<file path="src/rtl/init_seq_pkg.sv">
// Shared constants for the fabric reset sequencer: FSM state encoding and
// the width of the status-loss event counter.
package init_seq_pkg;

  typedef enum logic [2:0] {
    S_WAIT   = 3'd0,
    S_STABLE = 3'd1,
    S_PERIPH = 3'd2,
    S_RUN    = 3'd3,
    S_SWRST  = 3'd4
  } seq_state_t;

  localparam int DROP_W = 8;

endpackage

</file>
<file path="src/rtl/sync_2ff.sv">
// Parameterised-width two-flop synchronizer for slow asynchronous status
// levels; both stages clear to 0 on reset.
module sync_2ff #(
  parameter int WIDTH = 1
) (
  input  logic             clk,
  input  logic             rst,
  input  logic [WIDTH-1:0] d,
  output logic [WIDTH-1:0] q
);

  logic [WIDTH-1:0] meta_reg;
  logic [WIDTH-1:0] sync_reg;

  always_ff @(posedge clk or posedge rst) begin
    if (rst) begin
      meta_reg <= '0;
      sync_reg <= '0;
    end else begin
      meta_reg <= d;
      sync_reg <= meta_reg;
    end
  end

  assign q = sync_reg;

endmodule

</file>
<file path="src/rtl/init_reset_sequencer.sv">
// Power-up reset sequencer: holds peripheral and core resets until all init
// monitor statuses are stable, releases peripheral first, then core.
module init_reset_sequencer
  import init_seq_pkg::*;
#(
  parameter int STABLE_CYCLES = 1024,
  parameter int CORE_DELAY    = 16,
  parameter int SWRST_CYCLES  = 8
) (
  input  logic              clk,
  input  logic              rst,
  input  logic              fabric_por_n,
  input  logic              device_init_done,
  input  logic              bank_vddi_ok,
  input  logic              bank_calib_ok,
  input  logic              pll_lock,
  input  logic              sw_reset_req,
  output logic              periph_reset,
  output logic              core_reset,
  output logic              sys_ready,
  output logic [2:0]        seq_state,
  output logic [DROP_W-1:0] drop_count
);

  localparam int MAX_P = (STABLE_CYCLES > CORE_DELAY)
                         ? ((STABLE_CYCLES > SWRST_CYCLES) ? STABLE_CYCLES : SWRST_CYCLES)
                         : ((CORE_DELAY > SWRST_CYCLES) ? CORE_DELAY : SWRST_CYCLES);
  localparam int CNT_W = $clog2(MAX_P) + 1;

  localparam logic [CNT_W-1:0] STABLE_LAST = CNT_W'(STABLE_CYCLES - 1);
  localparam logic [CNT_W-1:0] CORE_LAST   = CNT_W'(CORE_DELAY - 1);
  localparam logic [CNT_W-1:0] SWRST_LAST  = CNT_W'(SWRST_CYCLES - 1);

  logic [4:0]        status_sync;
  logic              all_ok;
  logic              sw_prev_reg;
  logic              sw_rise;
  seq_state_t        state_reg, state_next;
  logic [CNT_W-1:0]  cnt_reg, cnt_next;
  logic [DROP_W-1:0] drop_reg, drop_next;
  logic              periph_reset_reg, core_reset_reg, sys_ready_reg;

  sync_2ff #(.WIDTH(5)) u_status_sync (
    .clk (clk),
    .rst (rst),
    .d   ({fabric_por_n, device_init_done, bank_vddi_ok, bank_calib_ok, pll_lock}),
    .q   (status_sync)
  );

  assign all_ok  = &status_sync;
  assign sw_rise = sw_reset_req & ~sw_prev_reg;

  always_ff @(posedge clk or posedge rst) begin
    if (rst) begin
      state_reg        <= S_WAIT;
      cnt_reg          <= '0;
      drop_reg         <= '0;
      sw_prev_reg      <= 1'b0;
      periph_reset_reg <= 1'b1;
      core_reset_reg   <= 1'b1;
      sys_ready_reg    <= 1'b0;
    end else begin
      state_reg        <= state_next;
      cnt_reg          <= cnt_next;
      drop_reg         <= drop_next;
      sw_prev_reg      <= sw_reset_req;
      // Outputs decoded from the next state so they switch with seq_state.
      periph_reset_reg <= (state_next == S_WAIT) || (state_next == S_STABLE);
      core_reset_reg   <= (state_next != S_RUN);
      sys_ready_reg    <= (state_next == S_RUN);
    end
  end

  always_comb begin
    state_next = state_reg;
    cnt_next   = cnt_reg + CNT_W'(1);
    drop_next  = drop_reg;
    case (state_reg)
      S_WAIT: begin
        if (all_ok) state_next = S_STABLE;
      end
      S_STABLE: begin
        // A glitch before release is not a drop event; just restart the window.
        if (!all_ok) state_next = S_WAIT;
        else if (cnt_reg == STABLE_LAST) state_next = S_PERIPH;
      end
      S_PERIPH: begin
        if (!all_ok) state_next = S_WAIT;
        else if (cnt_reg == CORE_LAST) state_next = S_RUN;
      end
      S_RUN: begin
        if (!all_ok) state_next = S_WAIT;
        else if (sw_rise) state_next = S_SWRST;
      end
      S_SWRST: begin
        if (!all_ok) state_next = S_WAIT;
        else if (cnt_reg == SWRST_LAST) state_next = S_RUN;
      end
      default: state_next = S_WAIT;
    endcase
    if (!all_ok && (state_reg == S_PERIPH || state_reg == S_RUN || state_reg == S_SWRST)
        && drop_reg != {DROP_W{1'b1}}) begin
      drop_next = drop_reg + DROP_W'(1);
    end
    if (state_next != state_reg) cnt_next = '0;
  end

  assign periph_reset = periph_reset_reg;
  assign core_reset   = core_reset_reg;
  assign sys_ready    = sys_ready_reg;
  assign seq_state    = state_reg;
  assign drop_count   = drop_reg;

endmodule

</file>
<file path="config.mk">
export PLATFORM = sky130hd
export DESIGN_NAME = init_reset_sequencer
export DESIGN_NICKNAME = d
export VERILOG_FILES = /design/src/rtl/init_seq_pkg.sv /design/src/rtl/sync_2ff.sv /design/src/rtl/init_reset_sequencer.sv
export SDC_FILE = /design/constraint.sdc
export NUM_CORES = 1
export LEC_CHECK = 0
export BUFFER_PORTS_ARGS = -buffer_cell sky130_fd_sc_hd__buf_2
export CORE_MARGIN = 3
export CORE_UTILIZATION = 41
export CTS_CLUSTER_DIAMETER = 60
export DETAILED_ROUTE_END_ITERATION = 6
export MAX_ROUTING_LAYER = met4
export RECOVER_POWER = 25
export SYNTH_ARGS = -nofsm -noshare
export SYNTH_HDL_FRONTEND = slang
export SYNTH_SLANG_ARGS = --single-unit
</file>
<file path="constraint.sdc">
create_clock -name clk -period 6.1 [get_ports clk]
set_input_delay 0.305 -clock clk [delete_from_list [all_inputs] [get_ports clk]]
set_output_delay 0.305 -clock clk [all_outputs]
set_load 0.03 [all_outputs]
</file>
# Word level (Yosys, flattened, before mapping)
# Index checks and enable logic that the tools add are counted.
# W data, S select, Z words.
# totals
regBits	36
output_inout_bits	14
word_cells	45
in_bits	8
# op_classes
eq_ne	12
bitwise_logic	2
n_mux	11
n_reduce_logical	9
n_addsub	2
# op_table
cell	n
$mux W3	9
$pmux W3 S5	1
$add A11 B1 Y11 const B	1
$eq A11 B10 Y1 const B	1
$eq A11 B3 Y1 const B	1
$eq A11 B4 Y1 const B	1
$mux W11	1
$eq A3 B2 Y1 const B	3
$add A8 B1 Y8 const B	1
$ne A8 B8 Y1 const B	1
$eq A3 B1 Y1 const B	2
$logic_not A3 Y1	2
$reduce_and A5 Y1	1
$eq A3 B3 Y1 const B	1
$logic_or A1 B1 Y1	3
$ne A3 B2 Y1 const B	1
$ne A3 B3 Y1	1
$logic_and A1 B1 Y1	2
$and A1 B1 Y1	1
$logic_not A1 Y1	1
$not A1 Y1	1

# Longest topological paths before layout
# Gate-level depths: netlist (run 1).
# depth
depth_word	7
depth_mapped	9
ltp_nobuf	7

# Cells and area by module
# Synthesis (run 1) repeated with hierarchy kept, for this count alone.
# unflattened
cells_unflattened	146
hier_area_um2	1687.9
# modules_own_cells
mod	cells_each	seq_area_each_um2	n_inst	area_per_inst_um2
init_reset_sequencer	135	653.1	1	1433.9
sync_2ff	11	250.2	1	254.0

# Least setup slack after synthesis (run 1)
# Ideal clock, no wire load.
# synth_path
path_type	register -> register
from	register cnt_reg[7]
to	register cnt_reg[2]
t_required_ns	5.981
path_stages_with_launch	8
slack_ns	3.924
period_less_slack_ns	2.176
path_buffers	1
setup_time_ns	0.119
arrival_time_ns	2.057
path_cell_list	dfrtp_1 > or4_4 > or4_4 > o2bb2ai_4 > o31ai_1 > o211ai_2 > buf_6 > nor2_1
# synth_via
elab_chain_cells	6
word_cells_on_any_way	12
cone_classes	eq/ne (4); mux (8)
# synth_lines
element	line_no	text
from (decl)	init_reset_sequencer.sv:39	logic [CNT_W-1:0] cnt_reg, cnt_next;
from (signal assigned)	init_reset_sequencer.sv:64	cnt_reg <= cnt_next;
$eq A11 B3 Y1, or another cell as far along	init_reset_sequencer.sv:97	else if (cnt_reg == SWRST_LAST) state_next = S_RUN;
$mux W3, on equally long branches	init_reset_sequencer.sv:97, init_reset_sequencer.sv:85, init_reset_sequencer.sv:89	
$mux W3, on equally long branches	init_reset_sequencer.sv:96, init_reset_sequencer.sv:84, init_reset_sequencer.sv:88	
$pmux W3 S5 *	init_reset_sequencer.sv:78	case (state_reg)
$ne A3 B3 Y1 *	init_reset_sequencer.sv:105	if (state_next != state_reg) cnt_next = '0;
$mux W11 *	init_reset_sequencer.sv:105	
net cnt_next[2]	init_reset_sequencer.sv:39	
# The timed path passes the listed nets; every way through them passes the cells marked *.
# A chain may end at the register's enable or synchronous reset.

# Final worst setup path (run 1)
# layout_path
from	register cnt_reg[7]
to	register cnt_reg[6]
# The elaborated chain is that of the path after synthesis.

==> run_summary.xml, run 1 <==
<?xml version="1.0" encoding="UTF-8"?>
<metrics>
  <group name="run_status">
    <metric name="run_status" unit="">finished with violations</metric>
    <metric name="violated_checks" unit="">capacitance limit, slew limit</metric>
  </group>
  <group name="job">
    <metric name="timing.max_cap.violations" unit="">1</metric>
  </group>
  <group name="cts">
    <metric name="post_cts_buffers" unit="">0</metric>
    <metric name="hold_buffers" unit="">0</metric>
    <metric name="cts_tree" unit="">built</metric>
    <metric name="cts.root.buffer_cell" unit="">sky130_fd_sc_hd__clkbuf_8</metric>
    <metric name="htreeDepth" unit="">2</metric>
    <metric name="cts_resized" unit="">0</metric>
    <metric name="cts.sinks" unit="">36</metric>
    <metric name="ctsLongestPathBuffers" unit="">2</metric>
    <metric name="insertion_delay" unit="ns">0.28</metric>
    <metric name="path_clk_slew" unit="ns">0.07</metric>
    <metric name="cts-buffers-inserted" unit="">5</metric>
  </group>
  <group name="grt">
    <metric name="number_of_global_route_vias_before_repair" unit="">1238</metric>
    <metric name="grt_pass1_wl" unit="um">5580</metric>
    <metric name="grt_antenna_before_repair" unit="">0</metric>
    <metric name="gr-usage-all-layers" unit="">0.149</metric>
    <metric name="grt.overflow.total" unit="">0</metric>
    <metric name="grt_start_max_net_pins" unit="">37</metric>
  </group>
  <group name="floorplan">
    <metric name="die_height" unit="um">69.2</metric>
    <metric name="core_area" unit="um2">3740</metric>
    <metric name="die_area" unit="um2">4790</metric>
    <metric name="num_rows" unit="">22</metric>
    <metric name="fp.dieW" unit="um">69.2</metric>
    <metric name="io_pins" unit="">22</metric>
    <metric name="start_util" unit="">0.438</metric>
  </group>
  <group name="yosys">
    <metric name="post-synth-top-area-fraction" unit="">0.519</metric>
    <metric name="synth-edff-count" unit="">0</metric>
    <metric name="synth_cell_types" unit="">40</metric>
    <metric name="mappedNetlistArea" unit="um2">1640</metric>
    <metric name="syn_inst" unit="">149</metric>
    <metric name="avgSynthCellArea" unit="um2">11.0</metric>
    <metric name="synth_flop_cell" unit="">sky130_fd_sc_hd__dfrtp_1</metric>
    <metric name="synth_async_sr_flop_share" unit="">1.00</metric>
    <metric name="yosysWarningCount" unit="">0</metric>
    <metric name="synth.area.top_cells" unit="">sky130_fd_sc_hd__dfrtp_1 (52%), sky130_fd_sc_hd__xor2_1 (4.3%), sky130_fd_sc_hd__nor2_1 (4.1%)</metric>
    <metric name="synth.cells.most_frequent" unit="">sky130_fd_sc_hd__dfrtp_1 (34), sky130_fd_sc_hd__nor2_1 (18), sky130_fd_sc_hd__nand2_1 (16)</metric>
    <metric name="synthMostInstantiatedCell" unit="">sky130_fd_sc_hd__dfrtp_1</metric>
    <metric name="syn_nets" unit="">159</metric>
    <metric name="post-synth-top-area-cell" unit="">sky130_fd_sc_hd__dfrtp_1</metric>
    <metric name="ys_seq_elements" unit="">36</metric>
    <metric name="synth_seq_area_share" unit="">0.552</metric>
  </group>
  <group name="final_layout">
    <metric name="finish.cell_count_without_fillers" unit="">223</metric>
    <metric name="post-route-util" unit="">0.497</metric>
    <metric name="insertedDiodeCount" unit="">0</metric>
    <metric name="finish.net_count" unit="">184</metric>
    <metric name="nFillCells" unit="">378</metric>
    <metric name="largest_register_ff_count" unit="">11</metric>
    <metric name="final_layout_size_suffix_gt1_frac" unit="">0.234</metric>
    <metric name="seq_area" unit="um2">903</metric>
    <metric name="multi_input_area" unit="um2">676</metric>
    <metric name="design_area" unit="um2">1860</metric>
    <metric name="synth_to_final_area_change" unit="%">13.5</metric>
  </group>
  <group name="place">
    <metric name="place_inst" unit="">215</metric>
    <metric name="final_weighted_congestion_in_routability_driven_placement" unit="">0.821</metric>
    <metric name="postPlaceCellArea" unit="um2">1770</metric>
    <metric name="detailed_place_hpwl" unit="um">2140</metric>
    <metric name="port-buffer-count" unit="">21</metric>
    <metric name="pre_cts_ws" unit="ns">3.62</metric>
  </group>
  <group name="detailed_routing">
    <metric name="route.vias.total" unit="">1143</metric>
    <metric name="route.antenna.remaining_nets" unit="">0</metric>
    <metric name="post_drt_wl_per_cell" unit="um">13.4</metric>
    <metric name="detailedRoute.firstIterationViolations" unit="">106</metric>
    <metric name="drt_wl_total" unit="um">3000</metric>
    <metric name="drc" unit="">0</metric>
    <metric name="vias_per_cell" unit="">5.13</metric>
    <metric name="detailedRoute.firstPassIterationCount" unit="">4</metric>
  </group>
  <group name="power_and_ir_drop">
    <metric name="peakVddDrop" unit="uV">138</metric>
    <metric name="total_leakage_power" unit="uW">0.000860</metric>
    <metric name="power_density" unit="nW/um2">278</metric>
  </group>
  <group name="setup_path">
    <metric name="reg2reg_slack" unit="ns">3.61</metric>
    <metric name="crit_fanout" unit="">11</metric>
    <metric name="worst-endpoint-required" unit="ns">6.25</metric>
    <metric name="timing.critical_path.to_type" unit="">register</metric>
    <metric name="start_kind" unit="">register</metric>
    <metric name="arrival" unit="ns">2.64</metric>
    <metric name="worst-setup-path-type" unit="">register to register</metric>
  </group>
  <group name="sta">
    <metric name="hold_viol_final" unit="">0</metric>
    <metric name="worst_pin_slew" unit="ns">1.89</metric>
    <metric name="final_period_minus_worst_setup_slack" unit="ns">2.49</metric>
    <metric name="timing.setup.tns" unit="ns">0</metric>
    <metric name="setup_viol" unit="">0</metric>
    <metric name="timing.clock.skew" unit="ns">0.00769</metric>
    <metric name="setup_ws" unit="ns">3.61</metric>
    <metric name="timing.slew.headroom" unit="">-0.261</metric>
    <metric name="fmax" unit="MHz">401</metric>
    <metric name="setup_repair_after_global_routing_missed_its_margin" unit="">false</metric>
    <metric name="final-max-slew-violation-count" unit="">37</metric>
    <metric name="timing.final.crit_share" unit="">0.409</metric>
  </group>
  <group name="hold_path">
    <metric name="worst_hold_path_type" unit="">input pin to register</metric>
  </group>
</metrics>
[layout by cell type, fill, tap and decap left out, drive strengths merged, types with 2 or more instances in the layout]
master,instances
dfrtp,34
buf,20
nor2,18
nand2,16
clkbuf,9
xor2,8
nand3,7
xnor2,7
o21ai,4
a21oi,4
inv,4
and2,4
and3,3
nand4,3
nand2b,3
and4,3
nor2b,2
or2,2
or4,2
a31oi,2
ha,2
dfstp,2
or3,2
[path summary, 6_finish.rpt]
check                                                     from                                  end  cells after the start
min reg2reg                u_status_sync.meta_reg[3]$_DFF_PP0_         u_status_sync.q[3]$_DFF_PP0_                      0
min                                              bank_calib_ok  u_status_sync.meta_reg[1]$_DFF_PP0_                      1
max reg2reg                               cnt_reg[7]$_DFF_PP0_                 cnt_reg[6]$_DFF_PP0_                      6
min in group asynchronous                                  rst            drop_count[3]$_DFFE_PP0P_                      3
max                                       cnt_reg[7]$_DFF_PP0_                 cnt_reg[6]$_DFF_PP0_                      6
max in group asynchronous                                  rst                 cnt_reg[1]$_DFF_PP0_                      3
[per-stage QoR]
stage,power [uW],hold slack [ns]
after floorplan,332,0.331
after global placement,345,0.333
after detailed placement,350,0.335
after CTS,529,0.106
after global routing,551,0.108
final,518,0.123
[layout make-up]
| type | instances | share of cell area |
|---|---|---|
| Tap cell | 48 | 0.0323 |
| Clock inverter | 1 | 0.00404 |
| Clock buffer | 7 | 0.0464 |
| Inverter | 5 | 0.0101 |
| Multi-Input combinational cell | 104 | 0.363 |
| Sequential cell | 36 | 0.486 |
| Timing Repair Buffer | 22 | 0.0579 |
[per-layer routing]
metal  global-route usage  routed length (um)  vias to the layer above  share of wire
met1                0.180                1380                      554           0.46
met2                0.234                1430                       24           0.48
met5                    -                   0                        -              0
met4               0.0521                  48                        0          0.016
li1                     -                   -                      559              -
met3               0.0507                 142                        6          0.047
[power breakdown]
group	switching [uW]	total, uW	internal (uW)
clock	81.5	173	91.7
combinational	34.9	63.7	28.8
sequential	20.4	281	260
[worst max-delay path, cell delays in order, from the launching register on]
cell	delay, ns
sky130_fd_sc_hd__dfrtp_1	0.40
sky130_fd_sc_hd__or4_4	0.55
sky130_fd_sc_hd__or4_4	0.58
sky130_fd_sc_hd__o2bb2ai_4	0.17
sky130_fd_sc_hd__o31ai_1	0.09
sky130_fd_sc_hd__o211ai_2	0.45
sky130_fd_sc_hd__nor2_1	0.12
[kinds of logic after synthesis]
logic type | count (synthesis) | share of synthesized area
compound gates | 19 | 0.0970
xor+xnor | 15 | 0.0802
fa+ha+maj | 2 | 0.0153
buf+inv | 9 | 0.0359
flops | 36 | 0.552
mux | 1 | 0.00687
simple gates | 67 | 0.213
Note: power is estimated with default switching activity, not from simulation.
==> run 2, diff against run 1 <==
clock period = 2.1 ns   (was 6.1 ns; I/O delays follow)
==> run 2 against run 1 <==
Effect of this change: the run ends with setup timing left; flip-flop and latch count unchanged; non-clock buffer count up 25; global-route usage down 0.33 points; final cell count up 11%; die area unchanged; cell area up 14%; sequential share of layout area down 5.9 points; clock-buffer cell count down 2; clock skew down 0.0044 ns; total power rose to 3.0 times the previous value; combinational power rose to 4.2 times the previous value; largest cell class unchanged; highest routed layer unchanged.
==> run_summary.xml, run 2 (same netlist as run 1, synthesis figures left out) <==
<?xml version="1.0" encoding="UTF-8"?>
<metrics>
  <group name="grt">
    <metric name="grt_antenna_before_repair" unit="">0</metric>
    <metric name="grt_start_max_net_pins" unit="">37</metric>
    <metric name="grt.overflow.total" unit="">0</metric>
    <metric name="number_of_global_route_vias_before_repair" unit="">1172</metric>
    <metric name="grt_pass1_wl" unit="um">5380</metric>
    <metric name="gr-usage-all-layers" unit="">0.146</metric>
  </group>
  <group name="detailed_routing">
    <metric name="route.vias.total" unit="">1239</metric>
    <metric name="vias_per_cell" unit="">5.00</metric>
    <metric name="detailedRoute.firstPassIterationCount" unit="">4</metric>
    <metric name="drc" unit="">0</metric>
    <metric name="post_drt_wl_per_cell" unit="um">12.8</metric>
    <metric name="detailedRoute.firstIterationViolations" unit="">47</metric>
    <metric name="route.antenna.remaining_nets" unit="">0</metric>
    <metric name="drt_wl_total" unit="um">3170</metric>
  </group>
  <group name="cts">
    <metric name="htreeDepth" unit="">2</metric>
    <metric name="insertion_delay" unit="ns">0.29</metric>
    <metric name="cts-buffers-inserted" unit="">5</metric>
    <metric name="ctsLongestPathBuffers" unit="">2</metric>
    <metric name="cts.sinks" unit="">36</metric>
    <metric name="cts.root.buffer_cell" unit="">sky130_fd_sc_hd__clkbuf_8</metric>
    <metric name="path_clk_slew" unit="ns">0.08</metric>
    <metric name="cts_tree" unit="">built</metric>
  </group>
  <group name="floorplan">
    <metric name="io_pins" unit="">22</metric>
    <metric name="start_util" unit="">0.438</metric>
    <metric name="num_rows" unit="">22</metric>
    <metric name="core_area" unit="um2">3740</metric>
    <metric name="fp.dieW" unit="um">69.2</metric>
    <metric name="die_area" unit="um2">4790</metric>
    <metric name="die_height" unit="um">69.2</metric>
  </group>
  <group name="setup_path">
    <metric name="start_kind" unit="">register</metric>
    <metric name="worst_path_most_repeated_cell" unit="">sky130_fd_sc_hd__or4_4</metric>
    <metric name="timing.critical_path.slowest_cell_delay" unit="ns">0.55</metric>
    <metric name="library_cell_contributing_the_largest_single_delay_on_the_critical_path" unit="">sky130_fd_sc_hd__or4_4</metric>
    <metric name="timing.critical_path.to_type" unit="">register</metric>
    <metric name="crit_path_cell_trace" unit="">or4_4 &gt; or4_4 &gt; o2bb2ai_4 &gt; o31ai_2 &gt; o211ai_2 &gt; buf_6 &gt; nor2_1</metric>
    <metric name="arrival" unit="ns">2.36</metric>
    <metric name="reg2reg_slack" unit="ns">-0.08</metric>
    <metric name="worst-endpoint-required" unit="ns">2.28</metric>
    <metric name="crit_fanout" unit="">5</metric>
    <metric name="worst-setup-path-type" unit="">register to register</metric>
  </group>
  <group name="final_layout">
    <metric name="mostFrequentLayoutCells" unit="">sky130_fd_sc_hd__dfrtp_1 (34), sky130_fd_sc_hd__buf_2 (20), sky130_fd_sc_hd__nand2_1 (16), sky130_fd_sc_hd__buf_4 (16), sky130_fd_sc_hd__nor2_1 (14)</metric>
    <metric name="final_common_cell" unit="">sky130_fd_sc_hd__dfrtp_1</metric>
    <metric name="largest_register_ff_count" unit="">11</metric>
    <metric name="post-route-util" unit="">0.565</metric>
    <metric name="finish.net_count" unit="">209</metric>
    <metric name="synth_to_final_area_change" unit="%">29.2</metric>
    <metric name="final_layout_size_suffix_gt1_frac" unit="">0.340</metric>
    <metric name="insertedDiodeCount" unit="">0</metric>
  </group>
  <group name="power_and_ir_drop">
    <metric name="peakVddDrop" unit="uV">545</metric>
    <metric name="power_switching_share" unit="">0.280</metric>
    <metric name="internal-power" unit="uW">1130</metric>
    <metric name="p_switching" unit="uW">437</metric>
    <metric name="combinationalPowerShare" unit="">0.173</metric>
    <metric name="power_density" unit="nW/um2">739</metric>
    <metric name="seq_pwr_share" unit="">0.513</metric>
    <metric name="total_leakage_power" unit="uW">0.00100</metric>
    <metric name="clkPwrFrac" unit="">0.314</metric>
    <metric name="fin_total_pwr" unit="uW">1560</metric>
  </group>
  <group name="sta">
    <metric name="timing.clock.skew" unit="ns">0.00329</metric>
    <metric name="final_period_minus_worst_setup_slack" unit="ns">2.18</metric>
    <metric name="fmax" unit="MHz">459</metric>
    <metric name="hold_viol_final" unit="">0</metric>
    <metric name="setup_viol" unit="">12</metric>
    <metric name="worst_pin_slew" unit="ns">0.853</metric>
    <metric name="timing.final.crit_share" unit="">1.04</metric>
    <metric name="timing.slew.headroom" unit="">0.431</metric>
    <metric name="final-max-slew-violation-count" unit="">0</metric>
    <metric name="timing.setup.tns" unit="ns">-0.844</metric>
    <metric name="setup_ws" unit="ns">-0.0793</metric>
    <metric name="setup_repair_after_global_routing_missed_its_margin" unit="">true</metric>
  </group>
  <group name="run_status">
    <metric name="violated_checks" unit="">setup timing</metric>
    <metric name="run_status" unit="">finished with violations</metric>
  </group>
  <group name="job">
    <metric name="timing.max_cap.violations" unit="">0</metric>
  </group>
  <group name="place">
    <metric name="detailed_place_hpwl" unit="um">2150</metric>
    <metric name="final_weighted_congestion_in_routability_driven_placement" unit="">0.908</metric>
    <metric name="port-buffer-count" unit="">21</metric>
  </group>
  <group name="hold_path">
    <metric name="worst_hold_path_type" unit="">register to register</metric>
  </group>
</metrics>
run 2: layer usage:
layer,part of all wire,global-route usage
met4,0.024,0.0781
met2,0.46,0.202
met3,0.056,0.0464
met1,0.46,0.190
met5,0,-
run 2: cell type report:
cell class              count  area, um2
flip-flops and latches     36        903
fillers                   345       1630
multi-input cells         104        719
repair buffers             47        322
well taps                  48       60.1
clock buffers               5       68.8
inverters                   5       18.8
clock inverters             3       23.8
run 2: path summary, 6_finish.rpt:
path | startpoint | endpoint | depth (start not counted)
max | cnt_reg[7]$_DFF_PP0_ | cnt_reg[2]$_DFF_PP0_ | 7
max in group asynchronous | rst | u_status_sync.meta_reg[1]$_DFF_PP0_ | 4
min reg2reg | u_status_sync.meta_reg[3]$_DFF_PP0_ | u_status_sync.q[3]$_DFF_PP0_ | 0
max reg2reg | cnt_reg[7]$_DFF_PP0_ | cnt_reg[2]$_DFF_PP0_ | 7
min | u_status_sync.meta_reg[3]$_DFF_PP0_ | u_status_sync.q[3]$_DFF_PP0_ | 0
min in group asynchronous | rst | drop_count[4]$_DFFE_PP0P_ | 4
run 2: what timing repair did:
action,CTS,global route
endpoints found under the setup margin,11,12
pin swaps,0,5
setup buffers,0,6
cloned,0,1
gates resized for setup,3,9
hold buffers,7,0
endpoints found under the hold margin,40,0
run 2: per-stage QoR:
step | worst slack, ns | hold WS, ns | instance area [um2] | cells
finish | -0.0793 | 0.350 | 2120 | 248
global route | -0.161 | 0.359 | 2120 | 248
CTS | -0.0519 | 0.352 | 2040 | 241
detailed placement | -0.113 | 0.216 | 1860 | 226
global placement | -0.0343 | 0.213 | 1860 | 226
floorplan | 0.0241 | 0.136 | 1640 | 149
run 2: power groups by stage:
stage	Clock, uW	Combinational, uW	Sequential (uW)
finish	491	270	802
global placement	0	231	809
floorplan	0	160	813
detailed placement	0	238	814
global route	548	306	812
CTS	508	252	800
run 2: worst max-delay path, delay by kind of cell, from the launching register on:
kind                   cells  cell delay (ns)
AOI/OAI and AO/OA          3             0.45
buffers and inverters      1             0.16
DFF                        1             0.38
and+or+nand+nor            3             1.08
==> run 3, diff against run 2 <==
SKIP_CTS_REPAIR_TIMING = 1   (was unset)
==> run 3 against run 2 <==
Effect of this change: the run still ends with setup timing left; setup slack got worse by 0.016 ns; worst hold slack is essentially flat; total power fell by 0.39%; utilization decreased by 0.94 points; final cell count is 1.2% lower; clock-buffer cell count is the same; combinational power down 2%; sequential power about the same; die area is the same; sequential share of layout area up 0.72 points; global-route usage fell by 0.29 points; flip-flop and latch count unchanged; largest cell class unchanged; largest power group unchanged.
==> run_summary.xml, run 3 (same netlist as run 1, synthesis figures left out) <==
<?xml version="1.0" encoding="UTF-8"?>
<metrics>
  <group name="floorplan">
    <metric name="fp.dieW" unit="um">69.2</metric>
    <metric name="io_pins" unit="">22</metric>
    <metric name="core_area" unit="um2">3740</metric>
    <metric name="die_area" unit="um2">4790</metric>
    <metric name="start_util" unit="">0.438</metric>
    <metric name="num_rows" unit="">22</metric>
    <metric name="die_height" unit="um">69.2</metric>
  </group>
  <group name="cts">
    <metric name="insertion_delay" unit="ns">0.29</metric>
    <metric name="cts.sinks" unit="">36</metric>
    <metric name="htreeDepth" unit="">2</metric>
    <metric name="cts.root.buffer_cell" unit="">sky130_fd_sc_hd__clkbuf_8</metric>
    <metric name="path_clk_slew" unit="ns">0.07</metric>
    <metric name="cts_tree" unit="">built</metric>
    <metric name="cts-buffers-inserted" unit="">5</metric>
    <metric name="ctsLongestPathBuffers" unit="">2</metric>
  </group>
  <group name="setup_path">
    <metric name="worst_setup_path_startpoint" unit="">cnt_reg[7]$_DFF_PP0_</metric>
    <metric name="crit_fanout" unit="">6</metric>
    <metric name="crit_path_cell_trace" unit="">or4_4 &gt; or4_4 &gt; o2bb2ai_4 &gt; o31ai_2 &gt; o211ai_2 &gt; buf_6 &gt; a21oi_1</metric>
    <metric name="worst-setup-path-type" unit="">register to register</metric>
    <metric name="arrival" unit="ns">2.36</metric>
    <metric name="start_kind" unit="">register</metric>
    <metric name="timing.critical_path.slowest_cell_delay" unit="ns">0.56</metric>
    <metric name="library_cell_contributing_the_largest_single_delay_on_the_critical_path" unit="">sky130_fd_sc_hd__or4_4</metric>
    <metric name="worst_path_most_repeated_cell" unit="">sky130_fd_sc_hd__or4_4</metric>
    <metric name="timing.critical_path.to_type" unit="">register</metric>
    <metric name="timing.rr.start" unit="">cnt_reg[7]$_DFF_PP0_</metric>
    <metric name="worst-endpoint-required" unit="ns">2.27</metric>
  </group>
  <group name="run_status">
    <metric name="violated_checks" unit="">setup timing</metric>
    <metric name="run_status" unit="">finished with violations</metric>
  </group>
  <group name="place">
    <metric name="pre_cts_ws" unit="ns">-0.113</metric>
    <metric name="detailed_place_hpwl" unit="um">2150</metric>
    <metric name="port-buffer-count" unit="">21</metric>
    <metric name="final_weighted_congestion_in_routability_driven_placement" unit="">0.908</metric>
    <metric name="postPlaceCellArea" unit="um2">1860</metric>
    <metric name="place_inst" unit="">226</metric>
  </group>
  <group name="power_and_ir_drop">
    <metric name="peakVddDrop" unit="uV">548</metric>
    <metric name="total_leakage_power" unit="uW">0.000992</metric>
    <metric name="power_density" unit="nW/um2">748</metric>
  </group>
  <group name="detailed_routing">
    <metric name="vias_per_cell" unit="">4.93</metric>
    <metric name="drt_wl_total" unit="um">3170</metric>
    <metric name="detailedRoute.firstPassIterationCount" unit="">4</metric>
    <metric name="drc" unit="">0</metric>
    <metric name="detailedRoute.firstIterationViolations" unit="">48</metric>
    <metric name="post_drt_wl_per_cell" unit="um">12.9</metric>
    <metric name="route.vias.total" unit="">1209</metric>
    <metric name="route.antenna.remaining_nets" unit="">0</metric>
  </group>
  <group name="sta">
    <metric name="hold_viol_final" unit="">0</metric>
    <metric name="fmax" unit="MHz">456</metric>
    <metric name="final-max-slew-violation-count" unit="">0</metric>
    <metric name="setup_repair_after_global_routing_missed_its_margin" unit="">true</metric>
    <metric name="setup_ws" unit="ns">-0.0952</metric>
    <metric name="timing.clock.skew" unit="ns">0.00463</metric>
    <metric name="worst_pin_slew" unit="ns">0.852</metric>
    <metric name="setup_viol" unit="">11</metric>
    <metric name="timing.slew.headroom" unit="">0.432</metric>
    <metric name="timing.final.crit_share" unit="">1.05</metric>
    <metric name="final_period_minus_worst_setup_slack" unit="ns">2.20</metric>
    <metric name="timing.setup.tns" unit="ns">-0.886</metric>
  </group>
  <group name="final_layout">
    <metric name="insertedDiodeCount" unit="">0</metric>
    <metric name="finish.net_count" unit="">206</metric>
    <metric name="final_common_cell" unit="">sky130_fd_sc_hd__dfrtp_1</metric>
    <metric name="largest_register_ff_count" unit="">11</metric>
    <metric name="final_layout_size_suffix_gt1_frac" unit="">0.310</metric>
    <metric name="finish.cell_count_without_fillers" unit="">245</metric>
    <metric name="design_area" unit="um2">2080</metric>
    <metric name="synth_to_final_area_change" unit="%">27.0</metric>
    <metric name="mostFrequentLayoutCells" unit="">sky130_fd_sc_hd__dfrtp_1 (34), sky130_fd_sc_hd__buf_2 (20), sky130_fd_sc_hd__nor2_1 (18)</metric>
  </group>
  <group name="grt">
    <metric name="gr-usage-all-layers" unit="">0.143</metric>
    <metric name="grt.overflow.total" unit="">0</metric>
    <metric name="grt_pass1_wl" unit="um">5260</metric>
    <metric name="number_of_global_route_vias_before_repair" unit="">1168</metric>
    <metric name="grt_antenna_before_repair" unit="">0</metric>
    <metric name="grt_start_max_net_pins" unit="">37</metric>
  </group>
  <group name="hold_path">
    <metric name="worst_hold_path_type" unit="">register to register</metric>
    <metric name="min_from" unit="">u_status_sync.meta_reg[3]$_DFF_PP0_</metric>
  </group>
  <group name="job">
    <metric name="timing.max_cap.violations" unit="">0</metric>
  </group>
</metrics>
run 3: changes by cell type in the layout (fill, tap and decap cells not counted):
cell                       change
sky130_fd_sc_hd__a21oi_1       -1
sky130_fd_sc_hd__a21oi_2       +1
sky130_fd_sc_hd__buf_4         -3
sky130_fd_sc_hd__nor2_1        +4
sky130_fd_sc_hd__nor2_2        -4
sky130_fd_sc_hd__o221ai_1      +1
sky130_fd_sc_hd__o221ai_2      -1
run 3: through the flow:
step / power, uW / hold slack (ns) / utilization
floorplan: 974 / 0.136 / -
global placement: 1040 / 0.213 / 0.496
detailed placement: 1050 / 0.216 / 0.496
CTS: 1550 / -0.0879 / 0.521
global route: 1660 / 0.359 / 0.556
finish: 1560 / 0.350 / 0.556
run 3: area by class of cell:
class / count / area, um2
clock inverter: 3 / 23.8
tap: 48 / 60.1
sequential: 36 / 903
inverter: 5 / 18.8
fill: 350 / 1660
timing repair buffer: 44 / 299
clock buffer: 5 / 68.8
multi-input combinational: 104 / 707
run 3: layer usage:
metal,track usage,part of all wire,vias to the layer above
li1,-,-,603
met1,0.181,0.46,566
met2,0.203,0.47,30
met3,0.0464,0.047,10
met4,0.0781,0.024,0
met5,-,0,-
run 3: worst paths after layout:
path	end	slack [ns]	cells past startpoint
worst max-delay path	cnt_reg[10]$_DFF_PP0_	-0.1	7
worst min-delay path	u_status_sync.q[3]$_DFF_PP0_	0.35	0
worst max register to register	cnt_reg[10]$_DFF_PP0_	-0.1	7
worst min register to register	u_status_sync.q[3]$_DFF_PP0_	0.35	0
max in group asynchronous	u_status_sync.meta_reg[1]$_DFF_PP0_	0.96	4
min in group asynchronous	drop_count[4]$_DFFE_PP0P_	0.61	4
run 3: worst max-delay path: cells and delay by family (launching register included):
| family | cells | cell delay [ns] |
|---|---|---|
| AOI/OAI and AO/OA | 4 | 0.50 |
| DFF | 1 | 0.38 |
| buffers and inverters | 1 | 0.16 |
| and+or+nand+nor | 2 | 1.04 |
run 3: power breakdown:
group | internal [uW] | switching (uW) | total, uW
Sequential | 756 | 47.2 | 803
Combinational | 129 | 134 | 264
Clock | 234 | 256 | 490
